`src/rtl/trap_ctrl.sv`:
```
// Trap entry/exit sequencer: walks MSTATUS, MEPC and MTVEC through a single CSR
// port for ecall and mret, then pulses a one-cycle fetch redirect.
module trap_ctrl #(
   parameter int CSR_DIG = 12
) (
   input  logic               clk,
   input  logic               rst,
   input  logic               ecall_req,
   input  logic               mret_req,
   input  logic [31:0]        pc_in,
   output logic               req_ready,
   output logic [CSR_DIG-1:0] csr_read_addr,
   input  logic [31:0]        csr_rdata,
   output logic               csr_write,
   output logic [CSR_DIG-1:0] csr_write_addr,
   output logic [31:0]        csr_data,
   output logic               redirect_valid,
   output logic [31:0]        redirect_pc
);

   localparam logic [CSR_DIG-1:0] CSR_MSTATUS = CSR_DIG'(12'h300);
   localparam logic [CSR_DIG-1:0] CSR_MTVEC   = CSR_DIG'(12'h305);
   localparam logic [CSR_DIG-1:0] CSR_MEPC    = CSR_DIG'(12'h341);

   typedef enum logic [3:0] {
      IDLE, E_RST, E_WEPC, E_WST, E_RTVEC, M_REPC, M_RST, M_WST, DONE
   } state_t;

   state_t              state_q;
   logic [31:0]         st_q;
   logic [31:0]         pc_q;
   logic [31:0]         target_q;

   logic                ready_q;
   logic [CSR_DIG-1:0]  rd_addr_q;
   logic                wr_q;
   logic [CSR_DIG-1:0]  wr_addr_q;
   logic [31:0]         wr_data_q;
   logic                redir_q;
   logic [31:0]         redir_pc_q;

   logic [31:0]         target_d;
   logic [31:0]         entry_st_d;
   logic [31:0]         return_st_d;

   assign target_d = {csr_rdata[31:2], 2'b00};

   // Entry stacks MIE into MPIE and disables interrupts; return does the reverse.
   always_comb begin
      entry_st_d        = st_q;
      entry_st_d[7]     = st_q[3];
      entry_st_d[3]     = 1'b0;
      entry_st_d[12:11] = 2'b11;
      return_st_d        = csr_rdata;
      return_st_d[3]     = csr_rdata[7];
      return_st_d[7]     = 1'b1;
      return_st_d[12:11] = 2'b11;
   end

   // Outputs are registered against the state being entered, so each output
   // bundle is a pure function of state_q.
   always_ff @(posedge clk) begin
      if (!rst) begin
         state_q    <= IDLE;
         st_q       <= '0;
         pc_q       <= '0;
         target_q   <= '0;
         ready_q    <= 1'b1;
         rd_addr_q  <= '0;
         wr_q       <= 1'b0;
         wr_addr_q  <= '0;
         wr_data_q  <= '0;
         redir_q    <= 1'b0;
         redir_pc_q <= '0;
      end else begin
         ready_q    <= 1'b0;
         rd_addr_q  <= '0;
         wr_q       <= 1'b0;
         wr_addr_q  <= '0;
         wr_data_q  <= '0;
         redir_q    <= 1'b0;
         redir_pc_q <= '0;
         case (state_q)
            IDLE: begin
               if (ecall_req) begin
                  pc_q      <= pc_in;
                  state_q   <= E_RST;
                  rd_addr_q <= CSR_MSTATUS;
               end else if (mret_req) begin
                  state_q   <= M_REPC;
                  rd_addr_q <= CSR_MEPC;
               end else begin
                  ready_q   <= 1'b1;
               end
            end
            E_RST: begin
               st_q      <= csr_rdata;
               state_q   <= E_WEPC;
               wr_q      <= 1'b1;
               wr_addr_q <= CSR_MEPC;
               wr_data_q <= pc_q;
            end
            E_WEPC: begin
               state_q   <= E_WST;
               wr_q      <= 1'b1;
               wr_addr_q <= CSR_MSTATUS;
               wr_data_q <= entry_st_d;
            end
            E_WST: begin
               state_q   <= E_RTVEC;
               rd_addr_q <= CSR_MTVEC;
            end
            E_RTVEC: begin
               target_q   <= target_d;
               state_q    <= DONE;
               redir_q    <= 1'b1;
               redir_pc_q <= target_d;
            end
            M_REPC: begin
               target_q  <= target_d;
               state_q   <= M_RST;
               rd_addr_q <= CSR_MSTATUS;
            end
            M_RST: begin
               // st_q is still loading this cycle, so the write data uses csr_rdata directly.
               st_q      <= csr_rdata;
               state_q   <= M_WST;
               wr_q      <= 1'b1;
               wr_addr_q <= CSR_MSTATUS;
               wr_data_q <= return_st_d;
            end
            M_WST: begin
               state_q    <= DONE;
               redir_q    <= 1'b1;
               redir_pc_q <= target_q;
            end
            DONE: begin
               state_q <= IDLE;
               ready_q <= 1'b1;
            end
            default: begin
               state_q <= IDLE;
               ready_q <= 1'b1;
            end
         endcase
      end
   end

   // Holding rst low suppresses a write or redirect already showing in the current state.
   assign req_ready      = ready_q;
   assign csr_read_addr  = rst ? rd_addr_q  : '0;
   assign csr_write      = rst ? wr_q       : 1'b0;
   assign csr_write_addr = rst ? wr_addr_q  : '0;
   assign csr_data       = rst ? wr_data_q  : '0;
   assign redirect_valid = rst ? redir_q    : 1'b0;
   assign redirect_pc    = rst ? redir_pc_q : '0;

endmodule

```
`config.mk`:
```
export PLATFORM = sky130hd
export DESIGN_NAME = trap_ctrl
export DESIGN_NICKNAME = d
export VERILOG_FILES = /design/src/rtl/trap_ctrl.sv
export SDC_FILE = /design/constraint.sdc
export NUM_CORES = 1
export LEC_CHECK = 0
export ABC_CLOCK_PERIOD_IN_PS = 3500
export BUFFER_PORTS_ARGS = -buffer_cell sky130_fd_sc_hd__buf_2
export CORE_MARGIN = 1
export CORE_UTILIZATION = 50
export DETAILED_ROUTE_END_ITERATION = 12
export PLACE_DENSITY_LB_ADDON = 0.25
export SLEW_MARGIN = 10
export SYNTH_ARGS = -nofsm -noshare
export SYNTH_HDL_FRONTEND = slang
export SYNTH_SLANG_ARGS = --single-unit
```
`constraint.sdc`:
```
create_clock -name clk -period 3.5 [get_ports clk]
set_clock_uncertainty 0.15 [all_clocks]
set_input_delay 0.35 -clock clk [delete_from_list [all_inputs] [get_ports clk]]
set_output_delay 0.35 -clock clk [all_outputs]
set_load 0.005 [all_outputs]
```
# [Word-level counts from Yosys, hierarchy flattened]
# Index checks and enable logic that the tools add are counted.
[word_totals] regBits=189 input_bits=68 output_inout_bits=91 word_cells=47
[classes] eq_ne=8 muxes=20 reduce_logical=8
[ops] operator="one-hot mux 32 bit (3 select lines)" n=1
[ops] operator="two-way mux 32 bit" n=2
[ops] operator="one-hot mux 32 bit (2 select lines)" n=1
[ops] operator="one-hot mux 10 bit (3 select lines)" n=1
[ops] operator="one-hot mux 4 bit (7 select lines)" n=1
[ops] operator="two-way mux 12 bit" n=2
[ops] operator="two-way mux 10 bit" n=2
[ops] operator="one-hot mux 10 bit (2 select lines)" n=1
[ops] operator="== test 4 x 3 -> 1 bit, second input constant" n=4
[ops] operator="== test 4 x 2 -> 1 bit, second input constant" n=2
[ops] operator="two-way mux 4 bit" n=2
[ops] operator="OR reduction 2 bit" n=4
[ops] operator="OR reduction 7 bit" n=1
[ops] operator="two-way mux 1 bit" n=6
[ops] operator="== test 4 x 1 -> 1 bit, second input constant" n=1
[ops] operator="logical NOT 4 bit" n=1
[ops] operator="!= test 3 bit, second input constant" n=1
[ops] operator="OR reduction 3 bit" n=1
[ops] operator="one-hot mux 1 bit (2 select lines)" n=1
[ops] operator="AND reduction 2 bit" n=1

# [Logic depth before layout (Yosys ltp)]
# Gate-level depths: netlist of run 1.
[depth] word_depth=3 mapped_depth=6 mapped_depth_nobuf=3

# [Least setup slack after synthesis of run 1]
# OpenSTA, ideal clock, no wires.
[synth_path] path_kind="flip-flop to flip-flop" startpoint="register state_q[2]" endpoint="register wr_data_q[30]" arrival_time_ns=1.458 slack_ns=1.763 path_stages_with_launch=7 n_path_buf=3 path_cell_list="dfxtp_1 buf_2 buf_2 clkbuf_1 mux2_1 a22oi_1 nor2_1"
[synth_via] elab_chain_cells=2
[synth_rtl] item="start, declared" line_no="29" text="state_t state_q;"
[synth_rtl] item="start signal, assigned" line_no="64" text="state_q <= IDLE;"
[synth_rtl] item="start signal, assigned" line_no="87" text="state_q <= E_RST;"
[synth_rtl] item="start signal, assigned" line_no="90" text="state_q <= M_REPC;"
[synth_rtl] item="== test 4 x 3 -> 1 bit (tied with other cells)" line_no="83" text="case (state_q)"
[synth_rtl] item="one-hot mux 32 bit (3 select lines) *" line_no="83"
[synth_rtl] item="end signal, assigned" line_no="101" text="wr_data_q <= pc_q;"
[synth_rtl] item="end signal, assigned" line_no="107" text="wr_data_q <= entry_st_d;"
[synth_rtl] item="end signal, assigned" line_no="130" text="wr_data_q <= return_st_d;"
[synth_rtl] item="end, declared" line_no="38" text="logic [31:0] wr_data_q;"
# Every way passes the cells marked *; elsewhere a longest branch is shown, timed or not.
# A chain may end at the register's enable or synchronous reset.

# [Worst setup path after layout of run 1]
[layout_path] startpoint="register state_q[2]" endpoint="register pc_q[11]"
[layout_via] elab_chain_cells=2
[layout_rtl] item="logical NOT 4 bit" line_no="83"
[layout_rtl] item="AND reduction 2 bit (no source line)"
[layout_rtl] item="end signal, assigned" line_no="86" text="pc_q <= pc_in;"
[layout_rtl] item="end, declared" line_no="31" text="logic [31:0] pc_q;"
# No other way between the ends.

==> flow_summary_export.csv, run 1 <==
group,metric,value,unit
status,run_status,"completed",
worst_setup_path,crit_path_end_kind,"flop",
clock_tree,cts_buffers,17,
drt,wire_per_inst,14.3,um
synth,synth_edf_count,0,
timing,finalSetupViolCount,0,
placement,post-dp-hpwl,9910,um
final_layout,synthToLayoutAreaGrowth,18.1,%
synth,synth_area_leaders,"dfxtp_1 47%, nand2_1 9.7%, mux2i_1 8.6%",
timing,fin_tns_setup,0,ns
grt,gr-usage-all-layers,21.8,%
timing,fin_hold_ws,0.0240,ns
drt,top_layer_used,"met4",
final_layout,final_nets,956,
placement,gp_congestion,0.819,
worst_setup_path,r2r-start,"state_q[2]",
floorplan,core_area,13800,um2
floorplan,fp.dieH,121,um
pwr,internal_power,4.03,mW
clock_tree,path_clk_slew,0.06,ns
clock_tree,hold_buffers,0,
pwr,power_density,706,nW/um2
worst_setup_path,worstRegToRegCells,4,
worst_setup_path,worstSetupStartpointType,"flop",
clock_tree,clock-root-buffer,"clkbuf_16",
worst_setup_path,cpPeakStageDelay,0.54,ns
worst_setup_path,arrival,2.64,ns
drt,drt-initial-drc-count,325,
timing,tightest_slew,1.19,ns
clock_tree,clock_sinks,165,
grt,grt_max_degree,115,
synth,postSynthAreaPerCell,8.99,um2
drt,wl,15400,um
synth,ys.flop_type,"dfxtp_1",
floorplan,initial_core_util,51.1,%
worst_setup_path,crit_path_max_fanout,30,
synth,yosys_register_bits,165,
synth,synthCells,786,
worst_setup_path,slowest_stage,"nor4_2",
floorplan,fp-row-count,43,
timing,finalHoldViolCount,0,
floorplan,die_w,121,um
drt,avgViaCountPerCell,5.00,
placement,io_buffers,141,
pwr,finalPower,5.89,mW
grt,grt_antenna_before_repair,0,
hold_path,hold_depth,3,
flow_run,maxCapViolCount,0,
pwr,clockPowerShare,30.7,%
worst_setup_path,path_cells,"nor4_2 > and2_2 > buf_4 > mux2i_1",
worst_setup_path,reg2reg_slack,1.05,ns
clock_tree,cts.path.max_buffers,2,
synth,syn_area,7070,um2
floorplan,ios,159,
final_layout,design_area,8350,um2
drt,wl_met3,582,um
worst_setup_path,r2r-end,"pc_q[11]",
synth,yosysMostFrequentCell,"nand2_1",
pwr,pwr-share-comb,27.3,%
pwr,ir_worst_vdd,0.000425,V
drt,antenna_left,0,
grt,grt_pass1_wl,24900,um
synth,synth_commonest_cells,"183 x nand2_1, 165 x dfxtp_1, 71 x and2_1, 61 x mux2i_1, 58 x a22oi_1",
worst_setup_path,crit_type,"flop to flop",
pwr,leakage,3.54,nW
hold_path,hold-path-endpoint,"pc_q[0]",
final_layout,num_antenna_cells,0,
synth,yosysWarnings,0,
synth,synth.top_cell.area_share,46.7,%
timing,drv_slew,0,
pwr,p_seq_share,41.9,%
clock_tree,cts_setup_buffers,0,
placement,place_area,7770,um2
drt,drc_errors,0,
hold_path,hold_class,"input port to flop",
timing,relSlewSlack,20.8,%
clock_tree,clkLatencyLatePin,0.42,ns
clock_tree,ctsHtreeMaxLevel,4,
clock_tree,cts.repair.resized,0,
worst_setup_path,worstPathRequired,3.69,ns
synth,yosysUniqueCellTypes,39,
final_layout,drive_gt1_share,22.1,%
timing,finalCritPeriodShare,70.0,%
synth,yosysTopAreaCell,"dfxtp_1",
floorplan,die-area,14600,um2
synth,ys_seq_area_share,46.7,%
timing,period_minus_slack,2.45,ns
timing,grt_setup_unrepaired,"false",
synth,synthArstFlopShare,0,%
drt,drtPass1Iterations,4,
hold_path,min-delay-start,"pc_in[0]",
clock_tree,cts_tree,"built",
drt,route.met2.wl,7220,um
grt,grt_pass1_vias,4858,
timing,clock.fmax,408,MHz
pwr,power.switching,1.86,mW
pwr,swShare,31.6,%
grt,grt-ovfl-total,0,
drt,num_vias,5402,
drt,m1WireLength,7450,um
## worst max-delay path by stage
stage,startpoint,to,cells after the start
after floorplan,state_q[2],wr_data_q[30],6
after global routing,state_q[1],st_q[9],4
after global placement,state_q[1],st_q[6],4
after detailed placement,state_q[1],st_q[5],4
after CTS,state_q[2],pc_q[11],4
final,state_q[2],pc_q[11],4
## sequential cells by signal, summed over array words and instances (netlist names)
name and flops:
state_q 4, redir_q 1, st_q 29, target_q 30, wr_data_q 32, pc_q 32
rd_addr_q 4, wr_addr_q 2, req_ready 1, redir_pc_q 30
## kinds of logic after synthesis
group	after synthesis	share of synthesized area [%]
buffers and inverters	89	6.37
and+or+nand+nor	340	23.2
muxes	89	13.1
AOI/OAI and AO/OA	101	10.5
other	1	0.0530
xor gates and xnor gates	1	0.124
DFF	165	46.7
## power groups by stage
stage,registers (mW),clock network (mW),logic (mW)
after CTS,2.47,1.85,1.62
final,2.47,1.81,1.61
after global routing,2.51,1.93,1.77
after detailed placement,2.50,0,1.61
after global placement,2.49,0,1.59
after floorplan,2.37,0,1.34
## layer usage
| metal | vias to the layer above | global-route usage (%) |
|---|---|---|
| met1 | 2517 | 29.8 |
| met4 | 0 | 6.79 |
| met5 | - | 0 |
| li1 | 2760 | - |
| met3 | 11 | 4.84 |
| met2 | 114 | 34.3 |
## worst max-delay path: cells and delay by family, from the launching register on
kind                   cells  cell delay (ns)
flip-flops                 1             0.51
AND/OR/NAND/NOR            2             0.99
buffers and inverters      1             0.45
multiplexers               1             0.25
## per-stage QoR
step | setup WS (ns) | instances | util, %
after CTS | 1.05 | 1080 | 60.4
after floorplan | 1.76 | 802 | -
after global placement | 1.15 | 1049 | 56.2
after global routing | 0.884 | 1080 | 60.4
final | 1.05 | 1080 | 60.4
after detailed placement | 1.07 | 1049 | 56.2
## area by class of cell
| class | instances | area (um2) |
|---|---|---|
| Tap cell | 180 | 225 |
| Multi-Input combinational cell | 548 | 3410 |
| Fill cell | 1244 | 5480 |
| Clock buffer | 22 | 474 |
| Inverter | 3 | 11.3 |
| Timing Repair Buffer | 153 | 827 |
| Sequential cell | 165 | 3300 |
| Clock inverter | 9 | 103 |
## placed cells by master, fill, tap and decap left out, types with 2 or more instances in the layout
cell / netlist / routed
and4b_1: 2 / 2
o21ai_0: 2 / 2
clkbuf_16: 0 / 17
mux2_1: 21 / 21
a21oi_1: 5 / 5
nand2_1: 183 / 183
a21boi_1: 30 / 30
nor2_1: 32 / 32
nor2b_1: 35 / 35
buf_12: 0 / 2
clkinvlp_4: 0 / 3
buf_2: 12 / 140
clkbuf_1: 48 / 2
and3_1: 4 / 4
a22oi_1: 58 / 58
mux2i_1: 61 / 61
bufinv_16: 0 / 2
clkbuf_8: 0 / 3
inv_1: 2 / 2
and2_1: 71 / 70
dfxtp_1: 165 / 164
conb_1: 1 / 17
buf_4: 25 / 10
mux2_2: 7 / 7
clkinv_2: 0 / 4
(Power assumes the default switching activity.)
==> run 2, diff against run 1 <==
Settings changed: ABC_CLOCK_PERIOD_IN_PS 3500 to 2500.
Clock period 3.5 ns to 2.5 ns, I/O delays scaled along.
==> flow_summary_export.csv, run 2 (synthesized netlist as in run 1, its figures left out) <==
group,metric,value,unit
grt,grt_pass1_wl,26700,um
clock_tree,cts.path.max_buffers,2,
floorplan,core_area,13800,um2
grt,gr-usage-all-layers,23.6,%
worst_setup_path,arrival,2.26,ns
status,run_status,"completed",
drt,drtPass1Iterations,5,
placement,post-dp-hpwl,10100,um
hold_path,hold-path-endpoint,"pc_q[6]",
timing,grt_setup_unrepaired,"false",
final_layout,final_common_cell,"nand2_1",
worst_setup_path,worstRegToRegCells,4,
timing,finalCritPeriodShare,82.5,%
timing,setup_slack,0.438,ns
worst_setup_path,r2r-start,"state_q[0]",
worst_setup_path,worstSetupStartpointType,"flop",
timing,fin_tns_setup,0,ns
pwr,power_density,947,nW/um2
grt,grt_max_degree,98,
final_layout,num_antenna_cells,0,
grt,grt-ovfl-total,0,
timing,finalHoldViolCount,0,
timing,finalSetupViolCount,0,
drt,num_vias,5821,
pwr,ir_worst_vdd,0.000547,V
drt,antenna_left,0,
drt,drt-initial-drc-count,388,
final_layout,finalNonFillerCells,1152,
pwr,finalPower,8.64,mW
final_layout,final_core_util,66.0,%
clock_tree,cts_buffers,17,
placement,gp_congestion,0.762,
drt,avgViaCountPerCell,5.05,
flow_run,maxCapViolCount,0,
floorplan,ios,159,
clock_tree,clock_sinks,165,
placement,pre_cts_slack,0.486,ns
placement,io_buffers,141,
floorplan,initial_core_util,51.1,%
worst_setup_path,crit_path_max_fanout,25,
clock_tree,cts_tree,"built",
clock_tree,path_clk_slew,0.06,ns
final_layout,reg_top3,"pc_q: 32 flops, wr_data_q: 32 flops",
drt,wire_per_inst,14.5,um
placement,dp_cells,1056,
final_layout,final_cell_mix,"183 x nand2_1, 164 x dfxtp_1, 140 x buf_2",
clock_tree,cts.repair.resized,0,
clock_tree,ctsHtreeMaxLevel,4,
worst_setup_path,r2r-end,"pc_q[18]",
hold_path,hold_class,"input port to flop",
final_layout,synthToLayoutAreaGrowth,29.1,%
timing,drv_slew,0,
clock_tree,clkLatencyLatePin,0.43,ns
timing,clock.fmax,485,MHz
clock_tree,clock-root-buffer,"clkbuf_16",
floorplan,die-area,14600,um2
floorplan,fp.dieH,121,um
grt,grt_pass1_vias,5466,
timing,relSlewSlack,59.9,%
grt,grt_antenna_before_repair,0,
drt,drc_errors,0,
floorplan,die_w,121,um
timing,tightest_slew,0.599,ns
hold_path,hold_depth,3,
worst_setup_path,crit_path_end_kind,"flop",
timing,period_minus_slack,2.06,ns
hold_path,min-delay-start,"rst",
final_layout,drive_gt1_share,21.1,%
worst_setup_path,reg2reg_slack,0.44,ns
final_layout,final_nets,1029,
worst_setup_path,crit_type,"flop to flop",
pwr,leakage,3.88,nW
worst_setup_path,worstPathRequired,2.70,ns
drt,wl,16700,um
floorplan,fp-row-count,43,
## run 2: critical path, stage by stage (launching register included)
cell and delay, ns:
dfxtp_1 0.49, nor4_2 0.44, and2_2 0.40, buf_12 0.27
mux2i_1 0.22
## run 2: per-stage QoR
stage	hold WS [ns]	instance area [um2]
detailed placement	0.295	7850
global placement	0.289	7850
finish	0.0669	9130
global route	0.0620	9130
CTS	0.0510	9130
floorplan	0.235	7130
## run 2: power by group
part	internal (mW)	switching [mW]	total [mW]
clock	1.71	1.02	2.73
combinational	1.12	1.37	2.49
sequential	3.12	0.303	3.42
## run 2: area by class of cell
class | instances | area [um2]
inverter | 3 | 11.3
clock inverter | 9 | 153
clock buffer | 21 | 460
tap | 180 | 225
sequential | 165 | 3300
timing repair buffer | 226 | 1570
multi-input combinational | 548 | 3410
fill | 1090 | 4700
## run 2: how the worst max path moves through the flow
stage                          endpoint  slack, ns  startpoint  depth (start not counted)
after CTS                 wr_data_q[16]       0.45  state_q[0]                          4
after floorplan           wr_data_q[30]       0.76  state_q[2]                          6
after global placement    wr_data_q[10]       0.55  state_q[0]                          4
after detailed placement  wr_data_q[16]       0.49  state_q[0]                          4
final                          pc_q[18]       0.44  state_q[0]                          4
after global routing      wr_data_q[15]       0.30  state_q[0]                          4
## run 2: metal layers
layer / track usage, % / wire length [um] / share of wire [%]
met5: 0 / 0 / 0
met4: 8.41 / 277 / 1.7
met3: 5.45 / 776 / 4.6
met2: 39.3 / 8030 / 48
met1: 29.8 / 7670 / 46
## run 2: repair_timing
item | in CTS | in global routing
hold buffers | 66 | 0
buffers inserted | 0 | 0
hold endpoints to repair | 98 | 0
endpoints found under the setup margin | 0 | 0
